### src/rtl/riscv_pkg.sv
// Shared constants and types for the RISCV front end.
package riscv_pkg;

    localparam int unsigned INSTR_BITS  = 32;
    localparam int unsigned INSTR_BYTES = 4;

    typedef enum logic [0:0] {
        RUN,
        DRAIN
    } fetch_mode_t;

endpackage

### src/rtl/fetch_buffer.sv
// In-order ring buffer of fetched instructions: entries are allocated at issue,
// filled by memory responses and released by decode.
module fetch_buffer
    import riscv_pkg::*;
#(
    parameter int unsigned REG_BITS  = 32,
    parameter int unsigned BUF_DEPTH = 4,
    localparam int unsigned IDX_BITS = $clog2(BUF_DEPTH),
    localparam int unsigned CNT_BITS = IDX_BITS + 1
) (
    input  logic                  clk,
    input  logic                  rst,
    input  logic                  flush,
    input  logic                  alloc,
    input  logic [REG_BITS-1:0]   alloc_pc,
    input  logic                  fill,
    input  logic [INSTR_BITS-1:0] fill_data,
    input  logic                  consume,
    output logic                  out_valid,
    output logic [REG_BITS-1:0]   out_pc,
    output logic [INSTR_BITS-1:0] out_data,
    output logic [CNT_BITS-1:0]   alloc_cnt,
    output logic [CNT_BITS-1:0]   pending_cnt
);

    logic [REG_BITS-1:0]   pc_q   [BUF_DEPTH];
    logic [INSTR_BITS-1:0] data_q [BUF_DEPTH];
    logic [BUF_DEPTH-1:0]  filled_q;

    // Pointers carry one wrap bit so full and empty are distinguishable.
    logic [CNT_BITS-1:0] alloc_ptr_q, fill_ptr_q, read_ptr_q;
    logic [IDX_BITS-1:0] alloc_idx, fill_idx, read_idx;

    assign alloc_idx   = alloc_ptr_q[IDX_BITS-1:0];
    assign fill_idx    = fill_ptr_q[IDX_BITS-1:0];
    assign read_idx    = read_ptr_q[IDX_BITS-1:0];
    assign alloc_cnt   = alloc_ptr_q - read_ptr_q;
    assign pending_cnt = alloc_ptr_q - fill_ptr_q;

    assign out_valid = filled_q[read_idx] && (alloc_cnt != '0);
    assign out_pc    = pc_q[read_idx];
    assign out_data  = data_q[read_idx];

    always_ff @(posedge clk) begin
        if (rst) begin
            filled_q    <= '0;
            alloc_ptr_q <= '0;
            fill_ptr_q  <= '0;
            read_ptr_q  <= '0;
            for (int i = 0; i < BUF_DEPTH; i++) begin
                pc_q[i]   <= '0;
                data_q[i] <= '0;
            end
        end else if (flush) begin
            filled_q   <= '0;
            fill_ptr_q <= alloc_ptr_q;
            read_ptr_q <= alloc_ptr_q;
        end else begin
            // Alloc, fill and consume always address distinct entries.
            if (alloc) begin
                pc_q[alloc_idx]     <= alloc_pc;
                filled_q[alloc_idx] <= 1'b0;
                alloc_ptr_q         <= alloc_ptr_q + CNT_BITS'(1);
            end
            if (fill) begin
                data_q[fill_idx]   <= fill_data;
                filled_q[fill_idx] <= 1'b1;
                fill_ptr_q         <= fill_ptr_q + CNT_BITS'(1);
            end
            if (consume) begin
                filled_q[read_idx] <= 1'b0;
                read_ptr_q         <= read_ptr_q + CNT_BITS'(1);
            end
        end
    end

endmodule

### src/rtl/fetch_unit.sv
// Instruction fetch engine: pipelined imem requests, in-order response buffering,
// decode hand-off and redirect with discard of stale in-flight responses.
module fetch_unit
    import riscv_pkg::*;
#(
    parameter int unsigned         REG_BITS     = 32,
    parameter logic [REG_BITS-1:0] RESET_VECTOR = '0,
    parameter int unsigned         BUF_DEPTH    = 4
) (
    input  logic                  clk,
    input  logic                  rst,
    output logic                  imem_req_valid,
    input  logic                  imem_req_ready,
    output logic [REG_BITS-1:0]   imem_addr,
    input  logic                  imem_rsp_valid,
    input  logic [INSTR_BITS-1:0] imem_rsp_data,
    input  logic                  redirect_valid,
    input  logic [REG_BITS-1:0]   redirect_pc,
    output logic                  instr_valid,
    input  logic                  instr_ready,
    output logic [INSTR_BITS-1:0] instr,
    output logic [REG_BITS-1:0]   instr_pc
);

    localparam int unsigned         CNT_BITS = $clog2(BUF_DEPTH) + 1;
    localparam logic [REG_BITS-1:0] PC_STEP  = REG_BITS'(INSTR_BYTES);
    localparam logic [CNT_BITS:0]   DEPTH_C  = (CNT_BITS + 1)'(BUF_DEPTH);

    logic [REG_BITS-1:0] fetch_pc_q, fetch_pc_d;
    logic [CNT_BITS-1:0] drop_cnt_q, drop_cnt_d;
    fetch_mode_t         mode_q, mode_d;

    logic [CNT_BITS-1:0] alloc_cnt, pending_cnt;
    logic [CNT_BITS:0]   credit_used;
    logic                issue, rsp_fill, dec_fire;
    logic                unused_pc_bits;

    assign unused_pc_bits = ^redirect_pc[1:0];

    // Buffered entries and responses still to discard share the same credit pool.
    assign credit_used    = {1'b0, alloc_cnt} + {1'b0, drop_cnt_q};
    assign imem_req_valid = !rst && !redirect_valid && (credit_used < DEPTH_C);
    assign imem_addr      = fetch_pc_q;
    assign issue          = imem_req_valid && imem_req_ready;
    assign rsp_fill       = imem_rsp_valid && (mode_q == RUN) && !redirect_valid;
    assign dec_fire       = instr_valid && instr_ready;

    fetch_buffer #(
        .REG_BITS (REG_BITS),
        .BUF_DEPTH(BUF_DEPTH)
    ) u_buffer (
        .clk        (clk),
        .rst        (rst),
        .flush      (redirect_valid),
        .alloc      (issue),
        .alloc_pc   (fetch_pc_q),
        .fill       (rsp_fill),
        .fill_data  (imem_rsp_data),
        .consume    (dec_fire),
        .out_valid  (instr_valid),
        .out_pc     (instr_pc),
        .out_data   (instr),
        .alloc_cnt  (alloc_cnt),
        .pending_cnt(pending_cnt)
    );

    always_comb begin
        fetch_pc_d = fetch_pc_q;
        drop_cnt_d = drop_cnt_q;
        if (redirect_valid) begin
            fetch_pc_d = {redirect_pc[REG_BITS-1:2], 2'b00};
            // A response arriving now retires one of the outstanding requests.
            drop_cnt_d = drop_cnt_q + pending_cnt - CNT_BITS'(imem_rsp_valid);
        end else begin
            if (issue) begin
                fetch_pc_d = fetch_pc_q + PC_STEP;
            end
            if (imem_rsp_valid && (mode_q == DRAIN)) begin
                drop_cnt_d = drop_cnt_q - CNT_BITS'(1);
            end
        end
    end

    always_comb begin
        mode_d = mode_q;
        unique case (mode_q)
            RUN:     if (drop_cnt_d != '0) mode_d = DRAIN;
            DRAIN:   if (drop_cnt_d == '0) mode_d = RUN;
            default: mode_d = RUN;
        endcase
    end

    always_ff @(posedge clk) begin
        if (rst) begin
            fetch_pc_q <= RESET_VECTOR;
            drop_cnt_q <= '0;
            mode_q     <= RUN;
        end else begin
            fetch_pc_q <= fetch_pc_d;
            drop_cnt_q <= drop_cnt_d;
            mode_q     <= mode_d;
        end
    end

endmodule

### config.mk
export PLATFORM = sky130hd
export DESIGN_NAME = fetch_unit
export DESIGN_NICKNAME = d
export VERILOG_FILES = /design/src/rtl/riscv_pkg.sv /design/src/rtl/fetch_buffer.sv /design/src/rtl/fetch_unit.sv
export SDC_FILE = /design/constraint.sdc
export NUM_CORES = 1
export LEC_CHECK = 0
export CORE_AREA = 3 3 161 163
export CTS_CLUSTER_DIAMETER = 30
export DETAILED_ROUTE_END_ITERATION = 12
export DIE_AREA = 0 0 164 166
export GPL_TIMING_DRIVEN = 0
export HOLD_SLACK_MARGIN = 0.02
export PLACE_DENSITY = 0.79
export RECOVER_POWER = 25
export SETUP_SLACK_MARGIN = 0.05
export SYNTH_ARGS = -nofsm -noshare
export SYNTH_HDL_FRONTEND = slang
export SYNTH_SLANG_ARGS = --single-unit
### constraint.sdc
create_clock -name clk -period 4.95 [get_ports clk]
set_input_delay 0.7425 -clock clk [delete_from_list [all_inputs] [get_ports clk]]
set_output_delay 0.7425 -clock clk [all_outputs]
set_load 0.02 [all_outputs]
==> flow_metrics.env <==
export IMPL_hold_violations=0
export IMPL_cap_violations=2
export IMPL_synth_area_leader_cell="edfxtp_1"
export IMPL_slew_headroom_pct=-14.8
export IMPL_placed_cell_area_sq_mm=0.0158
export IMPL_synthTopCellsByCount="edfxtp_1, and2_1, mux4_2"
export IMPL_die_x_microns=164
export IMPL_synth_edf_count=248
export IMPL_finalSetupViolCount=0
export IMPL_reg2reg_from="u_buffer.alloc_ptr_q[0]"
export IMPL_synthCells=974
export IMPL_pin_count=168
export IMPL_final_cells=1564
export IMPL_rrSetupSlack_ps=330
export IMPL_cts_root_buf="clkbuf_16"
export IMPL_final_core_util_pct=72.3
export IMPL_yosys_top_cells_area="edfxtp_1, mux4_2, and2_1"
export IMPL_ctsResizeCount=0
export IMPL_grt_overflow=0
export IMPL_gp_congestion=0.874
export IMPL_h_tree_depth=2
export IMPL_startpoint="u_buffer.alloc_ptr_q[0]"
export IMPL_worst_slew_pin_slew_ps=1720
export IMPL_syn_area_sq_mm=0.0137
export IMPL_fmaxAchievable_mhz=217
export IMPL_internal_power_mw=5.78
export IMPL_p_per_area_mw_per_mm2=436
export IMPL_cp_endpoint="u_buffer.pc_q[2][24]"
export IMPL_grt_pass1_vias=9821
export IMPL_wl_per_cell_microns=22.4
export IMPL_initial_core_util_pct=56.1
export IMPL_worstRegToRegCells=11
export IMPL_design_area_sq_mm=0.0177
export IMPL_reg2reg_to="u_buffer.pc_q[2][24]"
export IMPL_endpoint_kind="flop"
export IMPL_yosysWarnings=0
export IMPL_crit_path_start_kind="flop"
export IMPL_synth_ff_type="edfxtp_1"
export IMPL_clkTransAtPathRegs_ps=50
export IMPL_arrival_ps=4790
export IMPL_ys_async_sr_fraction_pct=0
export IMPL_viasPerCell=5.92
export IMPL_slew_violations=66
export IMPL_violations="capacitance limit, slew limit"
export IMPL_switching_share_pct=25.0
export IMPL_finalCritPeriodShare_pct=93.3
export IMPL_die_h_microns=166
export IMPL_avgSynthCellArea_sq_um=14.1
export IMPL_finalClockSkew_ps=22.0
export IMPL_area_growth_pct=29.0
export IMPL_period_needed_ps=4620
export IMPL_switchingPower_mw=1.92
export IMPL_ys_types=63
export IMPL_crit_type="flop to flop"
export IMPL_vias=9257
export IMPL_ctsHoldBuffers=0
export IMPL_core_area_sq_mm=0.0245
export IMPL_cts_buffers=55
export IMPL_outcome="complete, but fails checks"
export IMPL_rsz0062_at_grt="no"
export IMPL_synth_most_common_cell="edfxtp_1"
export IMPL_dpl_hpwl_mm=22.9
export IMPL_cts_buffer_depth=3
export IMPL_antenna_found_initial=0
export IMPL_worstHoldStart="imem_addr[19]"
export IMPL_pre_cts_ws_ps=299
export IMPL_cts_sinks=297
export IMPL_cp_data_required_time_ps=5120
export IMPL_dp_cells=1463
export IMPL_drc_errors=0
export IMPL_finish_net_count=1289
export IMPL_ys_ff_latch=297
export IMPL_grt_first_pass_wirelength_mm=54.2
export IMPL_p_clk_share_pct=49.2
export IMPL_dr_pass1_iters=5
export IMPL_seqPwrFrac_pct=38.4
export IMPL_leakagePower_nw=6.54
export IMPL_ir_worst_vdd_v=0.000280
export IMPL_p_comb_share_pct=12.4
export IMPL_hp_class="flop to flop"
export IMPL_ant_nets=0
export IMPL_grt_start_max_net_pins=33
export IMPL_wirelength_mm=35.1
export IMPL_grt_usage_pct=26.0
export IMPL_worst_slack_ps=332
export IMPL_row_count=57
export IMPL_drive_above_1_share_pct=16.1
export IMPL_drtIter0Drc=937
export IMPL_synth_top_cell_area_share_pct=54.3
export IMPL_antenna_cells_inserted=0
export IMPL_path_max_fanout=30
export IMPL_cts_tree="yes"
export IMPL_clk_latency_ps=570
export IMPL_cts_setup_buffers=0
export IMPL_yosysSeqAreaShare_pct=61.5
export IMPL_dieArea_sq_mm=0.0272
export IMPL_portBuffers=161
==> cells by family (layout without fill, tap and decap cells) <==
family,Yosys count,after routing,synth area share (%)
AND/OR/NAND/NOR,383,383,16.9
flip-flops,297,297,61.5
buffers and inverters,96,359,2.94
AO/OA/AOI/OAI,85,85,4.17
multiplexers,66,66,10.6
adder cells (fa/ha/maj),23,23,2.37
XOR/XNOR,23,23,1.57
other,1,4,0.0273
==> sequential cells by signal, indices dropped and copies added (netlist names), named ones only <==
register / flops
imem_addr: 30
u_buffer.data_q: 128
u_buffer.fill_ptr_q: 3
u_buffer.read_ptr_q: 3
drop_cnt_q: 3
u_buffer.pc_q: 120
mode_q: 1
u_buffer.alloc_ptr_q: 3
u_buffer.filled_q: 4
==> power groups by stage <==
| stage | logic (mW) | clock network [mW] | registers (mW) |
|---|---|---|---|
| after global routing | 1.02 | 3.94 | 2.97 |
| final | 0.954 | 3.80 | 2.96 |
| after global placement | 0.930 | 0 | 2.99 |
| after detailed placement | 0.949 | 0 | 3.00 |
| after floorplan | 0.543 | 0 | 2.99 |
| after CTS | 0.959 | 3.81 | 2.96 |
==> layout make-up <==
cell class | instances | area, sq um
Sequential cell | 297 | 8430
Fill cell | 1533 | 6770
Multi-Input combinational cell | 584 | 4910
Timing Repair Buffer | 162 | 1640
Clock buffer | 60 | 1420
Clock inverter | 41 | 494
Tap cell | 324 | 405
Buffer | 70 | 305
Inverter | 26 | 97.6
==> worst max-delay path, cell delays in order (launching register included) <==
cell	delay, ps
dfxtp_1	410
buf_1	430
inv_1	280
ha_1	260
inv_1	70
fa_1	170
xnor3_1	250
ha_1	340
nor4b_4	280
nand3_2	300
nor3_1	580
or2_2	820
==> worst min path at each step <==
stage                     to  cells after the start  slack [ps]
2_1_floorplan  drop_cnt_q[2]                      2         500
3_3_place_gp    imem_addr[4]                      2         530
3_5_place_dp   drop_cnt_q[2]                      2         540
4_1_cts        imem_addr[19]                      2         560
5_1_grt        imem_addr[19]                      2         590
6_report       imem_addr[19]                      2         560
==> routing by layer <==
| metal | vias up | track usage, % | wire (microns) |
|---|---|---|---|
| li1 | 4120 | - | - |
| met1 | 4528 | 34.7 | 13600 |
| met2 | 534 | 42.9 | 17300 |
| met3 | 75 | 4.79 | 3300 |
| met4 | 0 | 9.64 | 893 |
| met5 | - | 0 | 0 |
==> stage by stage <==
step | total power, mW | hold slack (ps) | setup TNS [ps]
global placement | 3.92 | 529 | -34880
CTS | 7.72 | 564 | 0
global route | 7.93 | 587 | 0
detailed placement | 3.95 | 542 | 0
finish | 7.71 | 560 | 0
floorplan | 3.53 | 501 | 0
==> cells in the final DEF (no fill, tap or decap), types with 6 or more instances in the layout <==
| cell type | instances |
|---|---|
| a211oi_1 | 10 |
| a21oi_1 | 25 |
| a22oi_1 | 6 |
| a31oi_1 | 10 |
| and2_0 | 17 |
| and2_1 | 170 |
| and3_1 | 37 |
| and4_1 | 6 |
| buf_2 | 9 |
| bufinv_16 | 8 |
| clkbuf_1 | 54 |
| clkbuf_16 | 55 |
| clkdlybuf4s50_1 | 129 |
| clkinv_1 | 7 |
| clkinv_2 | 6 |
| clkinvlp_4 | 7 |
| dfxtp_1 | 49 |
| dlygate4sd3_1 | 32 |
| edfxtp_1 | 248 |
| ha_1 | 18 |
| inv_1 | 25 |
| inv_6 | 6 |
| mux4_2 | 63 |
| nand2_1 | 29 |
| nand3_1 | 10 |
| nand4_1 | 7 |
| nor2_1 | 32 |
| nor3_1 | 18 |
| nor4_1 | 20 |
| xnor2_1 | 12 |
| xor2_1 | 10 |
(Power assumes the default switching activity.)
